--- config.mk ---
export PLATFORM = sky130hd
export DESIGN_NAME = apb_timer_slave
export DESIGN_NICKNAME = d
export VERILOG_FILES = /design/src/rtl/apb_timer_slave.sv
export SDC_FILE = /design/constraint.sdc
export NUM_CORES = 1
export LEC_CHECK = 0
export BUFFER_PORTS_ARGS = -buffer_cell sky130_fd_sc_hd__buf_2
export CORE_UTILIZATION = 33
export DETAILED_ROUTE_END_ITERATION = 12
export MAX_ROUTING_LAYER = met4
export PLACE_DENSITY_LB_ADDON = 0.25
export SLEW_MARGIN = 0
export SYNTH_ARGS = -nofsm -noshare
export SYNTH_HDL_FRONTEND = slang
export SYNTH_SLANG_ARGS = --single-unit
--- constraint.sdc ---
create_clock -name Hclk -period 8 [get_ports Hclk]
set_clock_uncertainty 0.15 [all_clocks]
set_input_delay 2.4 -clock Hclk [delete_from_list [all_inputs] [get_ports Hclk]]
set_output_delay 2.4 -clock Hclk [all_outputs]
set_load 0.01 [all_outputs]
--- src/rtl/apb_timer_slave.sv ---
// Zero-wait-state APB timer: prescaled down-counter with auto-reload/one-shot,
// sticky expiry flag and level interrupt.
module apb_timer_slave #(
  parameter int CNT_WIDTH = 32,
  parameter int PRE_WIDTH = 8
) (
  input  logic        Hclk,
  input  logic        Hreset,
  input  logic        Psel,
  input  logic        Penable,
  input  logic        Pwrite,
  input  logic [31:0] Paddr,
  input  logic [31:0] Pwdata,
  output logic [31:0] Prdata,
  output logic        irq
);

  localparam logic [1:0] ADDR_CTRL   = 2'd0;
  localparam logic [1:0] ADDR_LOAD   = 2'd1;
  localparam logic [1:0] ADDR_COUNT  = 2'd2;
  localparam logic [1:0] ADDR_STATUS = 2'd3;

  logic                 ctrl_en;
  logic                 ctrl_auto;
  logic                 ctrl_irq_en;
  logic [PRE_WIDTH-1:0] ctrl_pre;
  logic [PRE_WIDTH-1:0] pre_cnt;
  logic [CNT_WIDTH-1:0] load_val;
  logic [CNT_WIDTH-1:0] count_val;
  logic                 expired;

  logic        wr_acc;
  logic        rd_setup;
  logic        wr_ctrl;
  logic        wr_load;
  logic        wr_status;
  logic        tick;
  logic        tick_eff;
  logic        set_exp;
  logic [31:0] rd_mux;
  logic        unused_addr_bits;

  assign wr_acc    = Psel & Penable & Pwrite;
  assign rd_setup  = Psel & ~Penable & ~Pwrite;
  assign wr_ctrl   = wr_acc & (Paddr[3:2] == ADDR_CTRL);
  assign wr_load   = wr_acc & (Paddr[3:2] == ADDR_LOAD);
  assign wr_status = wr_acc & (Paddr[3:2] == ADDR_STATUS);

  assign unused_addr_bits = ^{Paddr[31:4], Paddr[1:0]};

  assign tick = ctrl_en & (pre_cnt == ctrl_pre);

  // A LOAD write or a CTRL write that clears EN suppresses the coincident tick entirely.
  assign tick_eff = tick & ~wr_load & ~(wr_ctrl & ~Pwdata[0]);
  assign set_exp  = tick_eff & (count_val == '0);

  assign irq = expired & ctrl_irq_en;

  always_comb begin
    rd_mux = '0;
    case (Paddr[3:2])
      ADDR_CTRL: begin
        rd_mux[0]              = ctrl_en;
        rd_mux[1]              = ctrl_auto;
        rd_mux[2]              = ctrl_irq_en;
        rd_mux[8 +: PRE_WIDTH] = ctrl_pre;
      end
      ADDR_LOAD:   rd_mux[CNT_WIDTH-1:0] = load_val;
      ADDR_COUNT:  rd_mux[CNT_WIDTH-1:0] = count_val;
      ADDR_STATUS: rd_mux[0]             = expired;
      default:     rd_mux                = '0;
    endcase
  end

  always_ff @(posedge Hclk) begin
    if (Hreset) begin
      ctrl_en     <= 1'b0;
      ctrl_auto   <= 1'b0;
      ctrl_irq_en <= 1'b0;
      ctrl_pre    <= '0;
      pre_cnt     <= '0;
      load_val    <= '0;
      count_val   <= '0;
      expired     <= 1'b0;
      Prdata      <= '0;
    end else begin
      if (!ctrl_en || tick) pre_cnt <= '0;
      else                  pre_cnt <= pre_cnt + 1'b1;

      if (tick_eff) begin
        if (count_val != '0)  count_val <= count_val - 1'b1;
        else if (ctrl_auto)   count_val <= load_val;
        else                  ctrl_en   <= 1'b0;
      end

      // New expiry beats a coincident write-1-to-clear.
      expired <= set_exp | (expired & ~(wr_status & Pwdata[0]));

      if (wr_ctrl) begin
        ctrl_en     <= Pwdata[0];
        ctrl_auto   <= Pwdata[1];
        ctrl_irq_en <= Pwdata[2];
        ctrl_pre    <= Pwdata[8 +: PRE_WIDTH];
        if (!ctrl_en && Pwdata[0]) pre_cnt <= '0;
      end

      if (wr_load) begin
        load_val  <= Pwdata[CNT_WIDTH-1:0];
        count_val <= Pwdata[CNT_WIDTH-1:0];
        pre_cnt   <= '0;
      end

      Prdata <= rd_setup ? rd_mux : '0;
    end
  end

endmodule

======== Yosys cells after proc, flatten, opt, wreduce, memory -nomap -nowiden ========
Cells that the tools add are included.
cells by class
  add/subtract/negate cells ............... 2
  equality and inequality tests ........... 6
  muxes and demuxes ....................... 16
  bitwise logic cells ..................... 23
  reductions and logical operators ........ 13
operators with widths
  kind                     count
  $mux W32                 4
  $logic_not A32 Y1        1
  $pmux W16 S2             1
  $reduce_bool A32 Y1      1
  $sub A32 B1 Y32 const B  1
  $mux W8                  3
  $pmux W8 S3              1
  $and A1 B1 Y1            15
  $pmux W5 S2              1
  $add A8 B1 Y8 const B    1
  $eq A8 B8 Y1             1
  $not A1 Y1               7
  $pmux W2 S3              1
  $eq A2 B2 Y1 const B     2
  $mux W1                  4
  $pmux W1 S4              1
  $reduce_bool A2 Y1       2
  $reduce_or A2 Y1         2
  $reduce_and A3 Y1        1
  $reduce_bool A3 Y1       1
  $eq A2 B1 Y1 const B     1
  $logic_not A2 Y1         1
  $ne A2 B1 Y1 const B     1
  $ne A2 B2 Y1 const B     1
  5 further kinds          5
word-level totals
  flip-flop bits (word level) ............. 116
  bits of input ports ..................... 69
  output and inout port bits .............. 33

======== Longest topological paths before layout ========
Gate-level depths: netlist (run 1).
  word-level depth ........................ 8
  mapped depth ............................ 10

======== Worst setup path before layout (run 1) ========
Ideal clock, no wire load.
  path type ............................... input to register
  start point ............................. input port Paddr[3]
  end point ............................... register count_val[7]
  setup time .............................. 0.091 ns
  arrival time ............................ 4.271 ns
  slack ................................... 3.488 ns
  stages on the path ...................... 10
  path buffers ............................ 2
  cells stage by stage .................... inv_1 -> ha_1 -> clkbuf_1 -> nand4_1 -> o211a_1 -> nand3_1 -> o21ai_0 -> clkbuf_1 -> nor2_1 -> a311oi_1
between the ends
  word-level cells in the longest chain between the ends .. 7
ends and longest elaborated chain
  item                                                     line    source
  start, declared                                          12      input logic [31:0] Paddr,
  $eq A2 B1 Y1 / $logic_not A2 Y1 (equally long branches)  46, 45
  $and A1 B1 Y1, on equally long branches                  46, 45
  $not A1 Y1 / $and A1 B1 Y1 (equally long branches)       54      assign tick_eff = tick & ~wr_load & ~(wr_ctrl & ~Pwdata[0]);
  $and A1 B1 Y1 / $not A1 Y1 (equally long branches)       54
  $and A1 B1 Y1                                            54
  $reduce_bool A2 Y1 (no line)                             n/a
  $reduce_and A2 Y1 (no line)                              n/a
  end signal, assigned                                     91      if (count_val != '0) count_val <= count_val - 1'b1;
  end signal, assigned                                     92      else if (ctrl_auto) count_val <= load_val;
  end signal, assigned                                     109     count_val <= Pwdata[CNT_WIDTH-1:0];
  end, declared                                            29      logic [CNT_WIDTH-1:0] count_val;
Parallel ways exist; a longest one is shown, timed or not.
A chain may end at the register's enable or synchronous reset.

======== Final worst setup path (run 1) ========
  start point ............................. input port Paddr[3]
  end point ............................... register count_val[8]
Same word-level chain as after synthesis.

==> flow_metrics.py, run 1 <==
metrics = {
    "clock_tree": {
        "clock-root-buffer": "clkbuf_16",
        "cts.clk_slew.worst_paths_ns": 0.05,
        "cts_tree": "done",
        "cts_hold_buf": 0,
        "cts_setup_buffers": 0,
        "clockBufferDepth": 2,
        "cts.sinks": 116,
        "cts_htree_levels": 4,
        "cts_buffers": 17,
        "cts.repair.resized": 0,
        "clk_latency_ns": 0.42,
    },
    "worst_setup_path": {
        "reg2regPathDepth": 7,
        "path_class": "input port to flop",
        "arrival_ns": 5.73,
        "cp_slowest_cell": "o21a_1",
        "r2r_end": "count_val[8]",
        "crit_chain": "buf_2, inv_1, ha_1, nand4_1, o211a_1, nand3_1, o21a_1, a22oi_1, a31oi_1",
        "r2r-start": "count_val[20]",
        "cp_data_required_time_ns": 8.19,
        "reg2reg_slack_ns": 4.56,
        "slowest_delay_ns": 0.68,
        "critPathBufInv": 2,
        "cp-start-kind": "input port",
        "cp-end-kind": "flop",
        "crit_fanout": 15,
        "crit_family": "compound AO/OA/AOI/OAI gates",
    },
    "synthesis": {
        "synth_top_area_cell": "dfxtp_1",
        "synth_top_family_by_area": "simple AND/OR/NAND/NOR gates",
        "netlist_area_um2": 5460,
        "syn_area_per_cell_um2": 8.01,
        "synth-xor-area-share_pct": 4.01,
        "yosysUniqueCellTypes": 53,
        "synthesis.nets": 760,
        "synth_common_cells": "nand2_1, dfxtp_1, nor2_1",
        "synth.mux.area_fraction_pct": 0.389,
        "post-synth-top-count-cell": "nand2_1",
        "synth_area_leaders": "dfxtp_1, nand2_1, a21oi_1",
        "synth_compound_area_share_pct": 22.4,
        "synth-seq-cells": 116,
        "synth-seq-area-share_pct": 42.5,
        "synthAdderAreaFrac_pct": 2.06,
        "yosysTopAreaCellShare_pct": 42.5,
        "yosysWarningCount": 0,
        "synth_enable_flop_cells": 0,
        "async_flop_share_pct": 0,
        "synth_simple_gate_area_share_pct": 23.5,
        "ys_dominant_reg_cell": "dfxtp_1",
        "syn_inst": 682,
    },
    "global_routing": {
        "grt_pass1_wl_um": 26100,
        "grt_max_degree": 72,
        "grt_overflow": 0,
        "track_usage_pct": 20.7,
        "first_global_vias": 5053,
        "antenna_found_initial": 0,
    },
    "timing": {
        "min_period_ns": 5.54,
        "finalSetupTns_ns": 0,
        "max_freq_mhz": 180,
        "relSlewSlack_pct": 43.1,
        "setup_viol": 0,
        "tightest_slew_ns": 0.850,
        "slew_viol_final": 0,
        "period_share_pct": 69.3,
        "hold_viol_final": 0,
        "rsz0062_at_grt": "no",
    },
    "die": {
        "die_h_um": 131,
        "die_x_um": 131,
        "die_area_um2": 17100,
        "ioPinCount": 102,
        "design.core.area_um2": 16000,
        "initial_core_util_pct": 34.1,
        "fp-row-count": 46,
    },
    "routing": {
        "drc": 0,
        "wl_met1_um": 7180,
        "routed_wl_um": 16000,
        "first_iter_violations": 391,
        "top_layer": "met4",
        "dr_wl_met3_um": 1010,
        "met2_length_um": 7610,
        "dr.pass1.iters": 7,
        "viasPerCell": 5.45,
        "antenna_left": 0,
        "num_vias": 5198,
        "wl_per_cell_um": 16.8,
    },
    "placed_design": {
        "dp_hpwl_um": 10600,
        "gp_congestion": 0.847,
        "port_buffers": 71,
    },
    "cells_and_area": {
        "final_nets": 803,
        "antenna_cells": 0,
        "final_core_util_pct": 40.6,
        "area_delta_synth_final_pct": 18.9,
        "drive_gt1_share_pct": 16.1,
    },
    "min_path": {
        "hold_end": "load_val[4]",
        "min_from": "load_val[4]",
        "hold_depth": 2,
        "hold_class": "flop to flop",
    },
    "pwr": {
        "peakVddDrop_mv": 0.156,
        "p_leak_nw": 2.42,
        "power_density_nw_per_um2": 243,
        "finalPower_w": 0.00158,
    },
    "run_status": {
        "status": "complete, no violations",
    },
    "job": {
        "cap_violations": 0,
    },
}
[cells by family (layout without fill, tap and decap cells)]
kind of cell,Yosys count,in the layout
DFF,116,116
and+or+nand+nor,279,279
adders and majority gates,9,9
xor gates and xnor gates,25,25
AOI/OAI and AO/OA,186,186
muxes,2,2
buffers and inverters,65,120
[worst reg2reg max path: stages (launching register included)]
cell     delay [ns]
dfxtp_1        0.39
nor4_1         0.53
nand3_1        0.30
or3_1          0.68
buf_4          0.34
nor3_1         0.63
a22oi_1        0.14
a31oi_1        0.21
[routing by layer]
metal	GRT usage, %	vias up
li1	-	2543
met1	26.5	2461
met2	32.1	175
met3	3.99	19
met4	7.91	0
met5	-	-
[cells in the final DEF, fill, tap and decap left out, types with 9 or more instances in the layout]
master / n
nand3_1: 17
xor2_1: 17
dfxtp_1: 116
or3_1: 15
nor4_1: 10
a31oi_1: 17
nor2_1: 64
nor3_1: 15
a222oi_1: 11
a21oi_1: 61
a22oi_1: 24
inv_1: 10
clkbuf_16: 17
buf_2: 71
ha_1: 9
o21ai_0: 25
nand2_1: 123
[worst max-delay path by stage]
stage,end,depth (start not counted),start
after floorplan,count_val[7],10,Paddr[3]
after global placement,count_val[8],9,Paddr[2]
after detailed placement,count_val[8],9,Paddr[2]
after CTS,count_val[8],9,Paddr[2]
after global routing,count_val[8],9,Paddr[3]
final,count_val[8],9,Paddr[3]
[stage by stage]
step	setup WS [ns]	hold slack, ns	cell area [um2]	cells
after floorplan	3.49	0.294	5460	682
after global placement	2.14	0.304	5910	922
after detailed placement	2.05	0.314	5910	922
after CTS	2.47	0.321	6500	953
after global routing	2.23	0.339	6500	953
final	2.46	0.318	6500	953
[layout make-up]
class | instances | area, um2
Clock buffer | 20 | 447
Clock inverter | 11 | 135
Fill cell | 1682 | 9500
Inverter | 10 | 37.5
Multi-Input combinational cell | 501 | 2870
Sequential cell | 116 | 2320
Tap cell | 216 | 270
Timing Repair Buffer | 79 | 415
[sequential cells by signal (all words and copies together), names as in the netlist]
register / cells
ctrl_en: 1
expired: 1
ctrl_pre: 8
load_val: 32
ctrl_auto: 1
pre_cnt: 8
ctrl_irq_en: 1
count_val: 32
Prdata: 32
[power breakdown]
group | total (W) | internal, W | switching (W)
clock | 0.000755 | 0.000491 | 0.000263
combinational | 0.000227 | 0.0000800 | 0.000147
sequential | 0.000597 | 0.000586 | 0.0000110
(Power assumes the default switching activity.)
==> run 2: changes to the inputs <==
clock period = 4.8 ns   (was 8 ns; I/O delays follow)
==> run 2 against run 1 <==
Against the previous run: utilization fell by 0.33 points; cell area fell by 0.81%; largest power group unchanged; register-to-register slack worse by 3.0 ns; critical path type unchanged.
==> flow_metrics.py, run 2 (synthesis results as in run 1) <==
metrics = {
    "die": {
        "design.core.area_um2": 16000,
        "die_area_um2": 17100,
        "initial_core_util_pct": 34.1,
        "die_x_um": 131,
        "die_h_um": 131,
        "fp-row-count": 46,
        "ioPinCount": 102,
    },
    "global_routing": {
        "track_usage_pct": 20.3,
        "grt_max_degree": 71,
        "grt_overflow": 0,
        "grt_pass1_wl_um": 25900,
        "antenna_found_initial": 1,
        "first_global_vias": 5061,
    },
    "cells_and_area": {
        "final_nets": 805,
        "final_cell_count_no_fill": 955,
        "reg_top3": "Prdata: 32 flops, count_val: 32 flops, load_val: 32 flops",
        "area_delta_synth_final_pct": 17.9,
        "regArea_um2": 2320,
        "fin_area_um2": 6440,
        "multi_input_area_um2": 2870,
        "final_cell_mix": "nand2_1, dfxtp_1, buf_2, nor2_1, a21oi_1",
        "layout_commonest_cell": "nand2_1",
        "n_fill_cell": 1706,
        "drive_gt1_share_pct": 16.0,
    },
    "routing": {
        "dr.pass1.iters": 5,
        "drc": 0,
        "wl_per_cell_um": 16.8,
        "num_vias": 5242,
        "routed_wl_um": 16100,
        "antenna_left": 0,
        "first_iter_violations": 471,
        "viasPerCell": 5.49,
    },
    "clock_tree": {
        "cts_buffers": 17,
        "clk_latency_ns": 0.42,
        "cts_hold_buf": 0,
        "clock-root-buffer": "clkbuf_16",
        "cts_htree_levels": 4,
        "cts.repair.resized": 0,
        "cts.clk_slew.worst_paths_ns": 0.05,
        "clockBufferDepth": 2,
        "cts_setup_buffers": 0,
        "cts_tree": "done",
        "cts.sinks": 116,
    },
    "worst_setup_path": {
        "cp_data_required_time_ns": 4.98,
        "arrival_ns": 4.10,
        "crit_fanout": 14,
        "cp-start-kind": "input port",
        "reg2regPathDepth": 7,
        "cp-end-kind": "flop",
        "r2r-start": "count_val[20]",
        "reg2reg_slack_ns": 1.54,
        "r2r_end": "count_val[10]",
        "path_class": "input port to flop",
    },
    "run_status": {
        "status": "complete, no violations",
    },
    "min_path": {
        "hold_end": "load_val[1]",
        "hold_depth": 2,
        "hold_class": "flop to flop",
        "min_from": "load_val[1]",
    },
    "timing": {
        "fin_ws_ns": 0.879,
        "min_period_ns": 3.92,
        "slew_viol_final": 0,
        "setup_viol": 0,
        "relSlewSlack_pct": 41.1,
        "period_share_pct": 81.7,
        "finalSetupTns_ns": 0,
        "max_freq_mhz": 255,
        "tightest_slew_ns": 0.879,
        "rsz0062_at_grt": "no",
        "hold_viol_final": 0,
    },
    "placed_design": {
        "gp_congestion": 0.837,
        "dpl_cell_area_um2": 5930,
        "port_buffers": 71,
        "dp_hpwl_um": 10700,
        "dp_worst_setup_slack_ns": 0.533,
        "dp_cells": 924,
    },
    "pwr": {
        "peakVddDrop_mv": 0.233,
        "finalPower_w": 0.00248,
        "power_density_nw_per_um2": 385,
        "p_leak_nw": 2.40,
    },
    "job": {
        "cap_violations": 0,
    },
}
## run 2: changes by cell type in the layout (fill, tap and decap cells not counted), sizes merged
cell,before,now
clkbuf,20,24
bufinv,3,0
buf,79,81
diode,0,1
clkinvlp,2,0
## run 2: metrics by stage
stage | utilization (%) | hold WS [ns]
2_1_floorplan | - | 0.294
3_3_place_gp | 37.1 | 0.305
3_5_place_dp | 37.1 | 0.310
4_1_cts | 40.3 | 0.318
5_1_grt | 40.3 | 0.343
6_report | 40.3 | 0.317
## run 2: worst max-delay path, cell delays in order
cell and delay [ns]:
buf_2 0.13, inv_1 0.11, ha_1 0.48, nand4_1 0.16
buf_4 0.23, o211a_1 0.24, nand3_1 0.27, o21a_1 0.63
a22oi_1 0.20, a31oi_1 0.21
## run 2: power by group
| part | leakage, nW | total, W | switching [W] | internal (W) |
|---|---|---|---|---|
| clock | 0.259 | 0.00110 | 0.000417 | 0.000687 |
| sequential | 0.936 | 0.000995 | 0.0000182 | 0.000977 |
| combinational | 1.21 | 0.000381 | 0.000247 | 0.000134 |
## run 2: cell type report
type	instances	area share, %
Tap cell	216	4.19
Inverter	10	0.583
Antenna cell	1	0.0388
Clock inverter	6	0.466
Clock buffer	24	7.48
Sequential cell	116	36.0
Multi-Input combinational cell	501	44.5
Timing Repair Buffer	81	6.68
## run 2: how the worst max path moves through the flow
stage             start      endpoint  slack [ns]  cells after the start
2_1_floorplan  Paddr[3]  count_val[7]        1.25                     10
6_report       Paddr[2]  count_val[8]        0.88                     10
3_3_place_gp   Paddr[2]  count_val[8]        0.62                     10
5_1_grt        Paddr[2]  count_val[8]        0.74                     10
4_1_cts        Paddr[2]  count_val[8]        0.93                     10
3_5_place_dp   Paddr[2]  count_val[8]        0.53                     10
## run 2: routing by layer
layer / share of wire (%) / wire, um / GRT usage [%] / vias to the layer above
li1: - / - / - / 2549
met1: 46 / 7390 / 25.6 / 2519
met2: 47 / 7630 / 32.6 / 163
met3: 5.6 / 899 / 4.72 / 11
met4: 0.91 / 146 / 5.54 / 0
met5: 0 / 0 / - / -
==> run 3: changes to the inputs <==
clock period = 3.95 ns   (was 4.8 ns; I/O delays follow)
==> run 3 against run 2 <==
Against the previous run: utilization is 1.2 points higher; clock power is 55% higher; via count is 0.80% lower; cell area is 3.1% higher; critical path depth is 1 lower; sequential share of layout area is 1.1 points lower; combinational power is 24% higher; final cell count is 0.84% higher; register-to-register slack worse by 0.69 ns; wire length is 0.90% lower; critical path type unchanged.
==> flow_metrics.py, run 3 (synthesis results as in run 1) <==
metrics = {
    "worst_setup_path": {
        "cp-end-kind": "flop",
        "arrival_ns": 3.46,
        "cp_data_required_time_ns": 4.13,
        "slowest_delay_ns": 0.47,
        "path_class": "input port to flop",
        "crit_fanout": 12,
        "crit_chain": "buf_2, inv_1, ha_1, nand4_1, o211a_1, and3_1, o21ai_2, o21ai_0, a211oi_1",
        "cp_slowest_cell": "ha_1",
        "reg2regPathDepth": 7,
        "cp-start-kind": "input port",
    },
    "global_routing": {
        "track_usage_pct": 20.3,
        "first_global_vias": 5056,
        "grt_max_degree": 71,
        "grt_overflow": 0,
        "grt_pass1_wl_um": 25700,
        "antenna_found_initial": 0,
    },
    "placed_design": {
        "dp_cells": 931,
        "dp_worst_setup_slack_ns": 0.286,
        "dpl_cell_area_um2": 5980,
        "port_buffers": 71,
        "dp_hpwl_um": 11000,
        "gp_congestion": 0.857,
    },
    "min_path": {
        "hold_class": "flop to flop",
        "hold_depth": 2,
    },
    "die": {
        "die_area_um2": 17100,
        "ioPinCount": 102,
        "design.core.area_um2": 16000,
        "die_h_um": 131,
        "initial_core_util_pct": 34.1,
        "fp-row-count": 46,
        "die_x_um": 131,
    },
    "routing": {
        "num_vias": 5200,
        "viasPerCell": 5.40,
        "routed_wl_um": 15900,
        "drc": 0,
        "antenna_left": 0,
        "wl_per_cell_um": 16.5,
        "first_iter_violations": 403,
        "dr.pass1.iters": 7,
    },
    "cells_and_area": {
        "multi_input_area_um2": 2870,
        "layout_commonest_cell": "nand2_1",
        "area_delta_synth_final_pct": 21.5,
        "final_cell_mix": "nand2_1, dfxtp_1, buf_2, nor2_1, a21oi_1",
        "n_fill_cell": 1664,
        "final_nets": 812,
        "fin_area_um2": 6640,
        "regArea_um2": 2320,
        "reg_top3": "Prdata: 32 flops, count_val: 32 flops, load_val: 32 flops",
        "drive_gt1_share_pct": 17.4,
        "antenna_cells": 0,
        "final_cell_count_no_fill": 963,
    },
    "timing": {
        "min_period_ns": 3.28,
        "rsz0062_at_grt": "no",
        "fin_ws_ns": 0.670,
        "finalSetupTns_ns": 0,
        "slew_viol_final": 0,
        "relSlewSlack_pct": 38.7,
        "setup_viol": 0,
        "tightest_slew_ns": 0.919,
        "period_share_pct": 83.0,
        "max_freq_mhz": 305,
        "hold_viol_final": 0,
    },
    "clock_tree": {
        "cts_tree": "done",
        "cts_hold_buf": 0,
        "cts_buffers": 17,
        "clk_latency_ns": 0.42,
        "cts_htree_levels": 4,
        "cts_setup_buffers": 0,
        "cts.clk_slew.worst_paths_ns": 0.05,
        "clockBufferDepth": 2,
        "cts.repair.resized": 0,
        "clock-root-buffer": "clkbuf_16",
        "cts.sinks": 116,
    },
    "pwr": {
        "power_frac_clock_pct": 50.4,
        "power.switching_w": 0.000851,
        "internal_power_w": 0.00254,
        "power_density_nw_per_um2": 511,
        "power_frac_comb_pct": 13.9,
        "p_leak_nw": 2.51,
        "switching_share_pct": 25.1,
        "peakVddDrop_mv": 0.321,
        "power_frac_seq_pct": 35.7,
    },
    "run_status": {
        "status": "complete, no violations",
    },
    "job": {
        "cap_violations": 0,
    },
}
run 3: through the flow:
stage	total power (W)	util, %	hold WS (ns)
after global routing	0.00354	41.5	0.342
after detailed placement	0.00170	37.4	0.309
final	0.00339	41.5	0.318
after floorplan	0.00157	-	0.294
after CTS	0.00342	41.5	0.317
after global placement	0.00169	37.4	0.304
run 3: final cells by class:
class	count	share of cell area [%]
multi-input cells	501	43.2
well taps	216	4.07
repair buffers	88	7.27
clock buffers	22	7.29
flip-flops and latches	116	35.0
inverters	10	0.565
clock inverters	10	2.64
run 3: power groups by stage:
stage / combinational, W / sequential [W] / clock [W]
final: 0.000472 / 0.00121 / 0.00171
after global routing: 0.000524 / 0.00121 / 0.00180
after global placement: 0.000460 / 0.00123 / 0
after floorplan: 0.000346 / 0.00122 / 0
after detailed placement: 0.000464 / 0.00123 / 0
after CTS: 0.000467 / 0.00121 / 0.00175
run 3: critical path: cells and delay by family:
kind                     cells  cell delay, ns
buffers and inverters        2            0.23
adder cells (fa/ha/maj)      1            0.47
AND/OR/NAND/NOR              2            0.63
AO/OA/AOI/OAI                4            0.95
run 3: path summary, 6_finish.rpt:
check	from	slack (ns)	endpoint
max	Paddr[2]	0.67	count_val[31]
max reg2reg	count_val[20]	0.85	count_val[10]
min	load_val[31]	0.32	load_val[31]
min reg2reg	load_val[31]	0.32	load_val[31]
run 3: metal layers:
| metal | wire (um) | share of wire [%] | track usage (%) |
|---|---|---|---|
| met1 | 7430 | 47 | 25.5 |
| met2 | 7440 | 47 | 31.3 |
| met3 | 772 | 4.8 | 4.60 |
| met4 | 283 | 1.8 | 8.32 |
| met5 | 0 | 0 | - |
